--- config.mk ---
export PLATFORM = sky130hd
export DESIGN_NAME = md_unit
export DESIGN_NICKNAME = d
export VERILOG_FILES = /design/src/rtl/md_unit.sv
export SDC_FILE = /design/constraint.sdc
export NUM_CORES = 1
export LEC_CHECK = 0
export CAP_MARGIN = 20
export CORE_ASPECT_RATIO = 0.5
export CORE_MARGIN = 1.5
export CORE_UTILIZATION = 55
export DETAILED_ROUTE_END_ITERATION = 12
export PLACE_DENSITY_LB_ADDON = 0.12
export RECOVER_POWER = 100
export SLEW_MARGIN = 0
export SYNTH_ARGS = -nofsm -noshare
export SYNTH_HDL_FRONTEND = slang
export SYNTH_SLANG_ARGS = --single-unit
export TNS_END_PERCENT = 1
--- constraint.sdc ---
create_clock -name clk -period 3.3 [get_ports clk]
set_input_delay 0.495 -clock clk [delete_from_list [all_inputs] [get_ports clk]]
set_output_delay 0.495 -clock clk [all_outputs]
set_load 0.05 [all_outputs]
--- src/rtl/md_unit.sv ---
// Iterative multiply/divide unit with HI/LO result registers (MULT/MULTU/DIV/DIVU).
// Optional MTHI/MTLO write ports are enabled by defining MD_HILO_WRITE_EN.
module md_unit #(
  parameter int unsigned WIDTH = 32
) (
  input  logic             clk,
  input  logic             rst,
  input  logic             i_md_start,
  input  logic [1:0]       i_md_op,
  input  logic [WIDTH-1:0] i_md_a,
  input  logic [WIDTH-1:0] i_md_b,
  input  logic             i_md_flush,
`ifdef MD_HILO_WRITE_EN
  input  logic             i_md_hiWe,
  input  logic             i_md_loWe,
  input  logic [WIDTH-1:0] i_md_wData,
`endif
  output logic             o_md_busy,
  output logic             o_md_done,
  output logic [WIDTH-1:0] o_md_hi,
  output logic [WIDTH-1:0] o_md_lo
);

  localparam int unsigned CNT_W = $clog2(WIDTH) + 1;

  typedef enum logic [1:0] {S_IDLE, S_CALC, S_FIX} state_e;

  state_e               state_q, state_d;
  logic [CNT_W-1:0]     cnt_q, cnt_d;
  logic                 div_q, div_d;
  logic                 neg_res_q, neg_res_d;
  logic                 neg_rem_q, neg_rem_d;
  logic                 b_zero_q, b_zero_d;
  logic [WIDTH-1:0]     m_q, m_d;
  logic [2*WIDTH-1:0]   acc_q, acc_d;
  logic [WIDTH-1:0]     hi_q, hi_d, lo_q, lo_d;
  logic                 busy_q, busy_d, done_q, done_d;

  logic                 neg_a, neg_b;
  logic [WIDTH-1:0]     a_abs, b_abs;
  logic [WIDTH:0]       mul_sum, div_shift;
  logic [WIDTH-1:0]     div_diff, div_rem, quot, rem;
  logic                 div_ge;
  logic [2*WIDTH-1:0]   prod;

  // Next-state, datapath step and sign fixup
  always_comb begin
    state_d   = state_q;
    cnt_d     = cnt_q;
    div_d     = div_q;
    neg_res_d = neg_res_q;
    neg_rem_d = neg_rem_q;
    b_zero_d  = b_zero_q;
    m_d       = m_q;
    acc_d     = acc_q;
    hi_d      = hi_q;
    lo_d      = lo_q;
    busy_d    = busy_q;
    done_d    = 1'b0;

    neg_a     = i_md_op[0] & i_md_a[WIDTH-1];
    neg_b     = i_md_op[0] & i_md_b[WIDTH-1];
    a_abs     = neg_a ? -i_md_a : i_md_a;
    b_abs     = neg_b ? -i_md_b : i_md_b;

    mul_sum   = {1'b0, acc_q[2*WIDTH-1:WIDTH]} + (acc_q[0] ? {1'b0, m_q} : '0);
    div_shift = {acc_q[2*WIDTH-1:WIDTH], acc_q[WIDTH-1]};
    div_ge    = div_shift >= {1'b0, m_q};
    div_diff  = WIDTH'(div_shift - {1'b0, m_q});
    div_rem   = div_ge ? div_diff : div_shift[WIDTH-1:0];

    quot      = acc_q[WIDTH-1:0];
    rem       = acc_q[2*WIDTH-1:WIDTH];
    prod      = neg_res_q ? -acc_q : acc_q;

    case (state_q)
      S_IDLE: begin
`ifdef MD_HILO_WRITE_EN
        if (i_md_hiWe) hi_d = i_md_wData;
        if (i_md_loWe) lo_d = i_md_wData;
`endif
        if (i_md_start && !i_md_flush) begin
          div_d     = i_md_op[1];
          neg_res_d = neg_a ^ neg_b;
          neg_rem_d = neg_a;
          b_zero_d  = (i_md_b == '0);
          // Multiply iterates over the multiplier, divide over the dividend
          m_d       = i_md_op[1] ? b_abs : a_abs;
          acc_d     = {WIDTH'(0), (i_md_op[1] ? a_abs : b_abs)};
          cnt_d     = '0;
          busy_d    = 1'b1;
          state_d   = S_CALC;
        end
      end
      S_CALC: begin
        if (i_md_flush) begin
          busy_d  = 1'b0;
          state_d = S_IDLE;
        end else begin
          if (div_q) acc_d = {div_rem, acc_q[WIDTH-2:0], div_ge};
          else       acc_d = {mul_sum, acc_q[WIDTH-1:1]};
          cnt_d = cnt_q + CNT_W'(1);
          if (cnt_q == CNT_W'(WIDTH - 1)) state_d = S_FIX;
        end
      end
      S_FIX: begin
        busy_d  = 1'b0;
        state_d = S_IDLE;
        if (!i_md_flush) begin
          done_d = 1'b1;
          if (div_q) begin
            hi_d = neg_rem_q ? -rem : rem;
            lo_d = b_zero_q ? '1 : (neg_res_q ? -quot : quot);
          end else begin
            {hi_d, lo_d} = prod;
          end
        end
      end
      default: begin
        busy_d  = 1'b0;
        state_d = S_IDLE;
      end
    endcase
  end

  // State and result registers, synchronous reset
  always_ff @(posedge clk) begin
    if (rst) begin
      state_q   <= S_IDLE;
      cnt_q     <= '0;
      div_q     <= 1'b0;
      neg_res_q <= 1'b0;
      neg_rem_q <= 1'b0;
      b_zero_q  <= 1'b0;
      m_q       <= '0;
      acc_q     <= '0;
      hi_q      <= '0;
      lo_q      <= '0;
      busy_q    <= 1'b0;
      done_q    <= 1'b0;
    end else begin
      state_q   <= state_d;
      cnt_q     <= cnt_d;
      div_q     <= div_d;
      neg_res_q <= neg_res_d;
      neg_rem_q <= neg_rem_d;
      b_zero_q  <= b_zero_d;
      m_q       <= m_d;
      acc_q     <= acc_d;
      hi_q      <= hi_d;
      lo_q      <= lo_d;
      busy_q    <= busy_d;
      done_q    <= done_d;
    end
  end

  assign o_md_busy = busy_q;
  assign o_md_done = done_q;
  assign o_md_hi   = hi_q;
  assign o_md_lo   = lo_q;

endmodule
==> results.md <==
* PD cells at 339 mW/mm^2
* Xor and xnor fraction of the mapped netlist area at 10.4%
* Status: complete, but fails checks
* Fin crit period at 3.27 ns
* Filler cells at 2255
* Port Buffers at 135
* Initial antenna violation count at 0
* Top-Level Pins at 136
* Worst-path clk slew at 0.08 ns
* Final Cycle Share at 99.0%
* #FFs+latches synth at 174
* Synth Warn # at 0
* Slew Limit Fails at 32
* Vias at 15600
* Placed insts at 2475
* First-pass GRT wire length at 77100 um
* Cell-internal power at 3.87 mW
* Hold slack final at 0.448 ns
* Net Sw Frac at 34.5%
* Hold Crit Class: register to register
* Post-route cell area at 0.0175 mm^2
* Max transition margin at -0.486%
* Layout area overhead at 22.6%
* Avg Cell Area, Syn at 7.28 um^2
* Mapped Nets at 2097
* Number of global-route vias before repair at 14400
* Clock Power Share at 33.6%
* PnR Total Power at 5.91 mW
* Htree depth at 4
* Largest net degree at the start of global routing at 75
* Crit Reg-Reg Startpoint: acc_q[0]$_SDFFE_PP0P_
* RSZ-0062 raised after global routing: true
* Total grt overflow at 0
* Endpoints failing setup at 0
* ANT cells at 0
* WL final at 49400 um
* WP data arrival at 3.59 ns
* Die Height at 117 um
* Psw at 2.04 mW
* Largest family of logic cells by synthesized area: compound AO/OA/AOI/OAI gates
* Post-detail-place hpwl at 37500 um
* DRC Markers at 0
* Register area share after synthesis at 24.5%
* CTS Root Cell: clkbuf_16
* Row cnt at 41
* WL/cell at 19.7 um
* Max cap viols at 1
* Synth Area in Adders at 6.35%
* Fin cells at 2509
* Setup crit start kind: register
* Cell family with most CP delay: compound AO/OA/AOI/OAI gates
* Share of layout cells above drive strength 1 at 11.2%
* Post-synth cell types at 76
* CP endpoint kind: register
* CTS tree: done
* WS Path Type: register to register
* CP max stage delay at 0.42 ns
* F_max at 0.306 GHz
* # nets final at 2294
* Crit path buffers/inverters at 2
* Initial detailed-routing violation count at 1714
* CTS sink count at 174
* Cell count after synthesis at 1956
* Place WS at -0.174 ns
* Crit path launch: acc_q[0]$_SDFFE_PP0P_
* Overall Global Routing Usage at 36.5%
* Num CTS Buffers at 17
* Flop pwr share at 37.8%
* Min-delay src: o_md_hi[18]$_SDFFE_PP0P_
* Initial Utilization at 56.3%
* Setup TNS at 0 ns
* Die X at 231 um
* First-pass DRT Iterations at 8
* Worst path slowest cell: dfxtp_1
* GP Congestion at 0.965
* Comb power frac at 28.6%
* Synthesized cell area at 0.0142 mm^2
* CTS Buffer Depth at 2
* Final setup margin at 0.0341 ns
* Compound-Gate Fraction of Synth Area at 28.0%
* Final design utilization at 69.0%
* Worst Max-Slew Pin Slew at 1.51 ns
* Post-synthesis simple-gate area fraction at 21.2%
* Clk_skew at 0.0138 ns
* Async set-reset flop share out of synthesis at 0%
* Placed Instance Area at 0.0168 mm^2
* Post-synth EDFFs at 0
* Core area at 0.0253 mm^2
* Final hold violation count at 0
* Most used DFF post-synth: dfxtp_1
* Failing checks: capacitance limit, slew limit
* Multiplexer share of the synthesized area at 4.22%
* Insertion delay to the later sink of the worst-skew pair at 0.46 ns
* DIE AREA at 0.0269 mm^2
* ANT nets after route at 0
* Worst path cell trace: inv_2 -> buf_4 -> nor2_1 -> ha_1 -> nor2b_1 -> o211ai_1 -> a211oi_2 -> o2111ai_1 -> nand3_1 -> a221o_1 -> a21oi_1 -> xor2_1 -> o221ai_1
* VDD IR-drop max at 0.000353 V
* Lkg Pwr at 7.20 nW
* Crit Path Max Fanout at 4
* Via density at 6.20
* Req. time, crit path at 3.63 ns
layout by cell type, fill, tap and decap left out, types with 8 or more instances in the layout:
cell	instances
o31ai_1	25
o21ai_1	33
a21o_1	30
a31oi_1	11
o21ai_0	117
mux2_2	8
o22ai_1	8
ha_1	66
nand2_1	225
xnor2_1	88
a22oi_1	15
dlygate4sd3_1	69
dfxtp_1	171
xor2_1	81
o211ai_1	42
buf_4	154
nor3_1	52
and2_1	16
inv_1	70
clkbuf_1	11
nor4_1	18
clkdlybuf4s50_1	64
and3_1	21
nand4_1	14
nor2_1	194
o41ai_1	8
o21a_1	8
mux2i_1	51
or3_1	19
nor2b_1	8
or4_1	11
nand2b_1	13
nand3_1	29
a21oi_1	189
o21bai_1	8
clkbuf_16	17
a211oi_1	55
Yosys cell counts, types with 7 or more instances:
| master | number | area [um^2] |
|---|---|---|
| o21a_1 | 8 | 60.1 |
| or3_1 | 19 | 119 |
| a21boi_0 | 7 | 52.6 |
| o41ai_1 | 8 | 70.1 |
| nor2b_1 | 10 | 62.6 |
| buf_1 | 12 | 45.0 |
| a21o_1 | 30 | 225 |
| mux2_2 | 8 | 90.1 |
| a221o_1 | 7 | 70.1 |
| dfxtp_1 | 174 | 3480 |
| nand3_1 | 29 | 145 |
| ha_1 | 69 | 863 |
| o21ai_0 | 118 | 591 |
| nand4_1 | 14 | 87.6 |
| o31ai_1 | 25 | 188 |
| o22ai_1 | 8 | 50.1 |
| nor4_1 | 18 | 113 |
| mux2i_1 | 51 | 510 |
| and3_1 | 21 | 131 |
| a211oi_1 | 56 | 420 |
| a21oi_1 | 190 | 951 |
| and2_1 | 18 | 113 |
| a22oi_1 | 15 | 113 |
| nand2b_1 | 12 | 75.1 |
| nor3_1 | 52 | 260 |
| or4_1 | 10 | 75.1 |
| a221oi_1 | 8 | 70.1 |
| xnor2_1 | 88 | 771 |
| nor2_1 | 196 | 736 |
| o21ai_1 | 34 | 170 |
| or2_2 | 8 | 50.1 |
| nand2_1 | 225 | 845 |
| clkbuf_1 | 107 | 402 |
| xor2_1 | 81 | 709 |
| o211ai_1 | 42 | 315 |
| a31oi_1 | 11 | 68.8 |
| o21bai_1 | 8 | 60.1 |
| inv_1 | 72 | 270 |
worst paths after layout:
kind	cells after the start	endpoint	slack, ns
max reg2reg	13	acc_q[61]$_SDFFE_PP0P_	0.03
min	2	o_md_hi[18]$_SDFFE_PP0P_	0.45
max	13	acc_q[61]$_SDFFE_PP0P_	0.03
min reg2reg	2	o_md_hi[18]$_SDFFE_PP0P_	0.45
logic make-up (layout without fill, tap and decap cells):
family,after synthesis,count (layout)
compound gates,629,629
xor+xnor,169,169
fa+ha+maj,71,71
buf+inv,199,408
flops,174,174
mux,59,59
simple gates,655,655
flip-flops by register name, indices dropped and copies added (netlist names):
name	flops
cnt_q	6
div_q	1
state_q	2
acc_q	64
o_md_busy	1
neg_res_q	1
neg_rem_q	1
o_md_done	1
o_md_hi	32
m_q	32
b_zero_q	1
o_md_lo	32
cell type report:
| cell class | count | area, um^2 | area share [%] |
|---|---|---|---|
| Multi-Input combinational cell | 1583 | 10100 | 57.7 |
| Tap cell | 344 | 430 | 2.47 |
| Sequential cell | 174 | 3490 | 20.0 |
| Inverter | 73 | 274 | 1.57 |
| Clock inverter | 12 | 120 | 0.688 |
| Timing Repair Buffer | 304 | 2640 | 15.1 |
| Clock buffer | 19 | 433 | 2.48 |
per-layer routing:
metal / vias to the layer above / wire, um / GRT usage (%) / part of all wire (%)
met4: 0 / 1320 / 11.2 / 2.7
met5: - / 0 / 0 / 0
met2: 686 / 21600 / 58.9 / 44
met1: 7333 / 22100 / 49.8 / 45
li1: 7447 / - / - / -
met3: 102 / 4310 / 6.74 / 8.7
worst register-to-register path, delay by kind of cell (launching register included):
kind,cells,cell delay [ns]
buf+inv,2,0.26
fa+ha+maj,1,0.30
simple gates,3,0.50
compound gates,6,1.43
flops,1,0.42
xor+xnor,1,0.22
timing repair:
action / in CTS / in global routing
setup buffers: 0 / 3
endpoints found under the setup margin: 1 / 36
pin swaps: 0 / 6
endpoints found under the hold margin: 0 / 0
gates resized for setup: 2 / 22
hold buffers: 0 / 0
power by group through the flow:
| stage | clock network, mW | logic (mW) | registers (mW) |
|---|---|---|---|
| detailed placement | 0 | 1.62 | 2.28 |
| finish | 1.99 | 1.69 | 2.23 |
| floorplan | 0 | 1.01 | 2.25 |
| global placement | 0 | 1.62 | 2.28 |
| CTS | 1.99 | 1.64 | 2.23 |
| global route | 2.08 | 1.82 | 2.24 |
Power figures use the tool's default switching activity.
==> edit 1 (same settings) <==
Reset style: asynchronous (`rst`), changed in one clocked block. Comments in the files are not updated.
--- a/src/rtl/md_unit.sv
+++ b/src/rtl/md_unit.sv
@@ -124,7 +124,7 @@
   end
 
   // State and result registers, synchronous reset
-  always_ff @(posedge clk) begin
+  always_ff @(posedge clk or posedge rst) begin
     if (rst) begin
       state_q   <= S_IDLE;
       cnt_q     <= '0;
Behaviour: differs if rst is asserted again (counterexample within 4 cycles, from zero or initial values and one cycle with rst high); with rst held inactive, the same outputs for 10 cycles.
==> edit 1 against the original RTL <==
The flow still finishes with violations (max-capacitance violations, max-slew violations); final area grew 2.1%; synthesized cell count shrank 7.7%; synthesized area grew 0.24%; global-route usage shrank 0.57 points; setup slack gained 0.017 ns; wire length shrank 2.2%; core utilization grew 1.3 points; sequential cell count is the same; first-iteration DRC count shrank 11%; critical endpoint is now o_md_hi[1]$_DFFE_PP0P_.
Power is not compared: it rests on default switching activity, and its combinational part moved more than twofold at a synthesized area within 25%.
==> edit 1: results (changes against the original RTL) <==
The number of DRC markers in iteration 0 came out at 1526 (was 1714). Worst reg-to-reg setup slack: 0.05 ns (was 0.03 ns). The number of max-cap violations was 1 (unchanged). Largest delay contributor family on the critical path: simple AND/OR/NAND/NOR gates (was compound AO/OA/AOI/OAI gates). Iteration count of the initial detailed-routing pass: 6 (was 8). The depth of the worst register-to-register path was 9 (was 13). Failing checks: max-capacitance violations, max-slew violations (unchanged).

The final RePlAce weighted congestion is 1.06 (was 0.965). The maximum number of pins on one net before global-route repair was 100 (was 75). The largest stage delay on the critical path was 0.57 ns (was 0.42 ns). The sequential cell area fraction in the yosys report was 30.5% (was 24.5%); the data arrival time of the critical path was 3.62 ns (was 3.59 ns).

The normalized max-slew margin was -5.78% (was -0.486%); the share of synthesized cell area in full adder, half adder and majority cells was 6.33% (was 6.35%). Leading post-synthesis cells by instance count: sky130_fd_sc_hd__a21oi_1 (207), sky130_fd_sc_hd__o21ai_0 (195), sky130_fd_sc_hd__nor2_1 (179) (was sky130_fd_sc_hd__nand2_1 (225), sky130_fd_sc_hd__nor2_1 (196), sky130_fd_sc_hd__a21oi_1 (190)). The fraction of final layout cells sized beyond drive strength 1 was 12.5% (was 11.2%). The number of nets in the finished design was 2194 (was 2294); the initial antenna violation count was 1 (was 0). The per-cell via count in the routed design came out at 6.20 (about the same). End of the worst register-to-register path: o_md_hi[1]$_DFFE_PP0P_ (was acc_q[61]$_SDFFE_PP0P_). Dominant cells by area after synthesis: sky130_fd_sc_hd__dfrtp_1 (31%), sky130_fd_sc_hd__a21oi_1 (7.3%), sky130_fd_sc_hd__o21ai_0 (6.8%) (was sky130_fd_sc_hd__dfxtp_1 (24%), sky130_fd_sc_hd__a21oi_1 (6.7%), sky130_fd_sc_hd__ha_1 (6.1%)).

The layout filler cell count is 2091 (was 2255). The total length of routed wires was 48300 microns (was 49400 microns). The launch point of the critical path is acc_q[15]$_DFFE_PP0P_ (was acc_q[0]$_SDFFE_PP0P_). The via count of the first global-routing pass is 13800 (was 14400), and the distinct cell type count of the synthesized netlist is 75 (was 76). The share of async-settable or async-resettable flops after synthesis came out at 100% (was 0%). The clock period minus worst slack is 3.25 ns (was 3.27 ns), and the global-route wire length before repair is 74800 microns (was 77100 microns).

The final worst clock skew is 0.0117 ns (was 0.0138 ns). Multiplexer area fraction after synthesis: 4.44% (was 4.22%). The tools report the endpoint of the worst hold path as o_md_hi[11]$_DFFE_PP0P_ (was o_md_hi[18]$_SDFFE_PP0P_).

The flow ran to the end, but the final reports show violations. The run gives 36900 microns (was 37500 microns) as the placed wire-length estimate. The number of slew-limit violations in the final report is 34 (was 32).
-- edit 1: cell types whose count changed in the layout (fill, tap and decap cells not counted), moves of 20 or more --
cell                       change
sky130_fd_sc_hd__a211oi_1     -41
sky130_fd_sc_hd__buf_4        +20
sky130_fd_sc_hd__dfrtp_1     +173
sky130_fd_sc_hd__dfxtp_1     -171
sky130_fd_sc_hd__nand2_1      -63
sky130_fd_sc_hd__o211ai_1     -20
sky130_fd_sc_hd__o21ai_0      +78
-- edit 1: cell type report --
cell class / instances / area (sq um) / area share [%]
Multi-Input combinational cell: 1466 / 9360 / 52.5
Sequential cell: 174 / 4360 / 24.4
Timing Repair Buffer: 332 / 2800 / 15.7
Clock buffer: 20 / 447 / 2.51
Tap cell: 344 / 430 / 2.42
Inverter: 62 / 234 / 1.31
Clock inverter: 12 / 194 / 1.09
Antenna cell: 1 / 2.50 / 0.0140
-- edit 1: metrics by stage --
step | cells | cell area [sq um] | utilization (%) | hold slack [ns] | TNS [ns]
6_report | 2411 | 17800 | 70.3 | 0.476 | 0
5_1_grt | 2411 | 17800 | 70.3 | 0.506 | -0.608
4_1_cts | 2409 | 17900 | 70.4 | 0.487 | 0
3_5_place_dp | 2377 | 17200 | 67.9 | 0.471 | -1.39
3_3_place_gp | 2377 | 17200 | 67.9 | 0.462 | -0.672
2_1_floorplan | 1805 | 14300 | - | 0.439 | 0
-- edit 1: routing by layer --
metal / part of all wire (%) / track usage (%) / vias to the layer above
li1: - / - / 6964
met1: 45 / 51.7 / 7185
met2: 43 / 54.6 / 720
met3: 10 / 6.93 / 71
met4: 1.8 / 11.5 / 0
met5: 0 / 0 / -
-- edit 1: power by group --
| group | switching [uW] | internal, uW |
|---|---|---|
| sequential | 411 | 2480 |
| combinational | 4430 | 3470 |
| clock | 987 | 1310 |
==> edit 2 (same flow settings) <==
Made on the original files. Set the parameter `WIDTH` to 16 (it was 32).
--- a/src/rtl/md_unit.sv
+++ b/src/rtl/md_unit.sv
@@ -1,7 +1,7 @@
 // Iterative multiply/divide unit with HI/LO result registers (MULT/MULTU/DIV/DIVU).
 // Optional MTHI/MTLO write ports are enabled by defining MD_HILO_WRITE_EN.
 module md_unit #(
-  parameter int unsigned WIDTH = 32
+  parameter int unsigned WIDTH = 16
 ) (
   input  logic             clk,
   input  logic             rst,
Ports: changed (resized i_md_a, i_md_b, o_md_hi and o_md_lo); port bits go from 136 to 72. No check against the original RTL was run, so the function may have changed too.
==> edit 2 against the original RTL <==
The run still ends with max-capacitance violations, max-slew violations left; sequential cell count shrank 81; total power shrank 49%; wire length shrank 56%; setup slack gained 0.15 ns; synthesized area shrank 50%; final area shrank 53%; non-clock buffer count shrank 206; largest cell class unchanged.
==> edit 2: results (changes against the original RTL) <==
The run finished, with violations left. Failing checks: max-capacitance violations, max-slew violations (unchanged). The data arrival time of the critical path came out at 3.33 ns (was 3.59 ns). The critical register-to-register path startpoint was m_q[1]$_SDFFE_PP0P_ (was acc_q[0]$_SDFFE_PP0P_). The tools report the endpoint of the worst hold path as o_md_hi[12]$_SDFFE_PP0P_ (was o_md_hi[18]$_SDFFE_PP0P_). Multiplexer area fraction after synthesis: 5.32% (was 4.22%). The placed wire-length estimate was 16500 microns (was 37500 microns); the met2 layer usage reported by global route was 49.3% (was 58.9%).

Global routing usage on met1: 47.0% (was 49.8%). The post-detailed-route wirelength per cell is 18.3 microns (was 19.7 microns). The tools report the number of nets in the finished design as 1086 (was 2294). The transition time at the pin with the least slew margin was 1.64 ns (was 1.51 ns). The total global routing track utilization came out at 32.0% (was 36.5%). The tools report the peak supply drop as 249 uV (was 353 uV).

The layout filler cell count was 1161 (was 2255); the multi-input combinational cell area was 4890 sq um (was 10100 sq um). The run gives 1034 (was 2097) as the number of nets produced by synthesis. The hold slack came out at 0.449 ns (was 0.448 ns). The run gives 1 (unchanged) as the number of max-cap violations. Capturing instance or port of the critical path: acc_q[21]$_SDFFE_PP0P_ (was acc_q[61]$_SDFFE_PP0P_).

The leakage power total was 0.00317 uW (was 0.00720 uW); the sum of met3 wire segment lengths after detailed routing was 1520 microns (was 4310 microns). For the total cell area at the placement stage, the log shows 8070 sq um (was 16800 sq um). For the number of levels the H-tree was split into, the log shows 3 (was 4). The fraction of final layout cells sized beyond drive strength 1 was 4.74% (was 11.2%); the synthesized-area fraction occupied by ao, oa, aoi and oai cells was 24.1% (was 28.0%). The flip-flop count of the largest register, all copies and words added is 32 (was 64), and the maximum number of pins on one net before global-route repair is 57 (was 75).

The critical-path maximum fanout is 6 (was 4). The run gives 9 (was 17) as the number of CTS-inserted buffers. The depth of the worst register-to-register path is 11 (was 13), and the synthesized area per cell is 7.50 sq um (was 7.28 sq um). The tools report the clock network latency to the later pin of the worst-skew pair as 0.36 ns (was 0.46 ns). The total routed wire length on the met1 layer is 10600 microns (was 22100 microns), and the number of slew-limit violations in the final report is 21 (was 32).
-- edit 2: cell count changes in the layout (fill, tap and decap cells not counted), moves of 46 or more --
| cell | unedited run | this run |
|---|---|---|
| sky130_fd_sc_hd__xor2_1 | 81 | 35 |
| sky130_fd_sc_hd__a21oi_1 | 189 | 69 |
| sky130_fd_sc_hd__nand2_1 | 225 | 98 |
| sky130_fd_sc_hd__buf_4 | 154 | 19 |
| sky130_fd_sc_hd__dfxtp_1 | 171 | 93 |
| sky130_fd_sc_hd__o21ai_0 | 117 | 49 |
| sky130_fd_sc_hd__nor2_1 | 194 | 131 |
-- edit 2: area by class of cell --
cell class                      count  area share, %
Sequential cell                    93           22.5
Clock inverter                      7          0.756
Tap cell                          170           2.57
Clock buffer                        9           2.72
Timing Repair Buffer               98           10.6
Multi-Input combinational cell    767           59.1
Inverter                           39           1.77
-- edit 2: report_power, final --
group          internal, uW  switching (uW)
sequential             1150            44.2
combinational           297             446
clock                   530             523
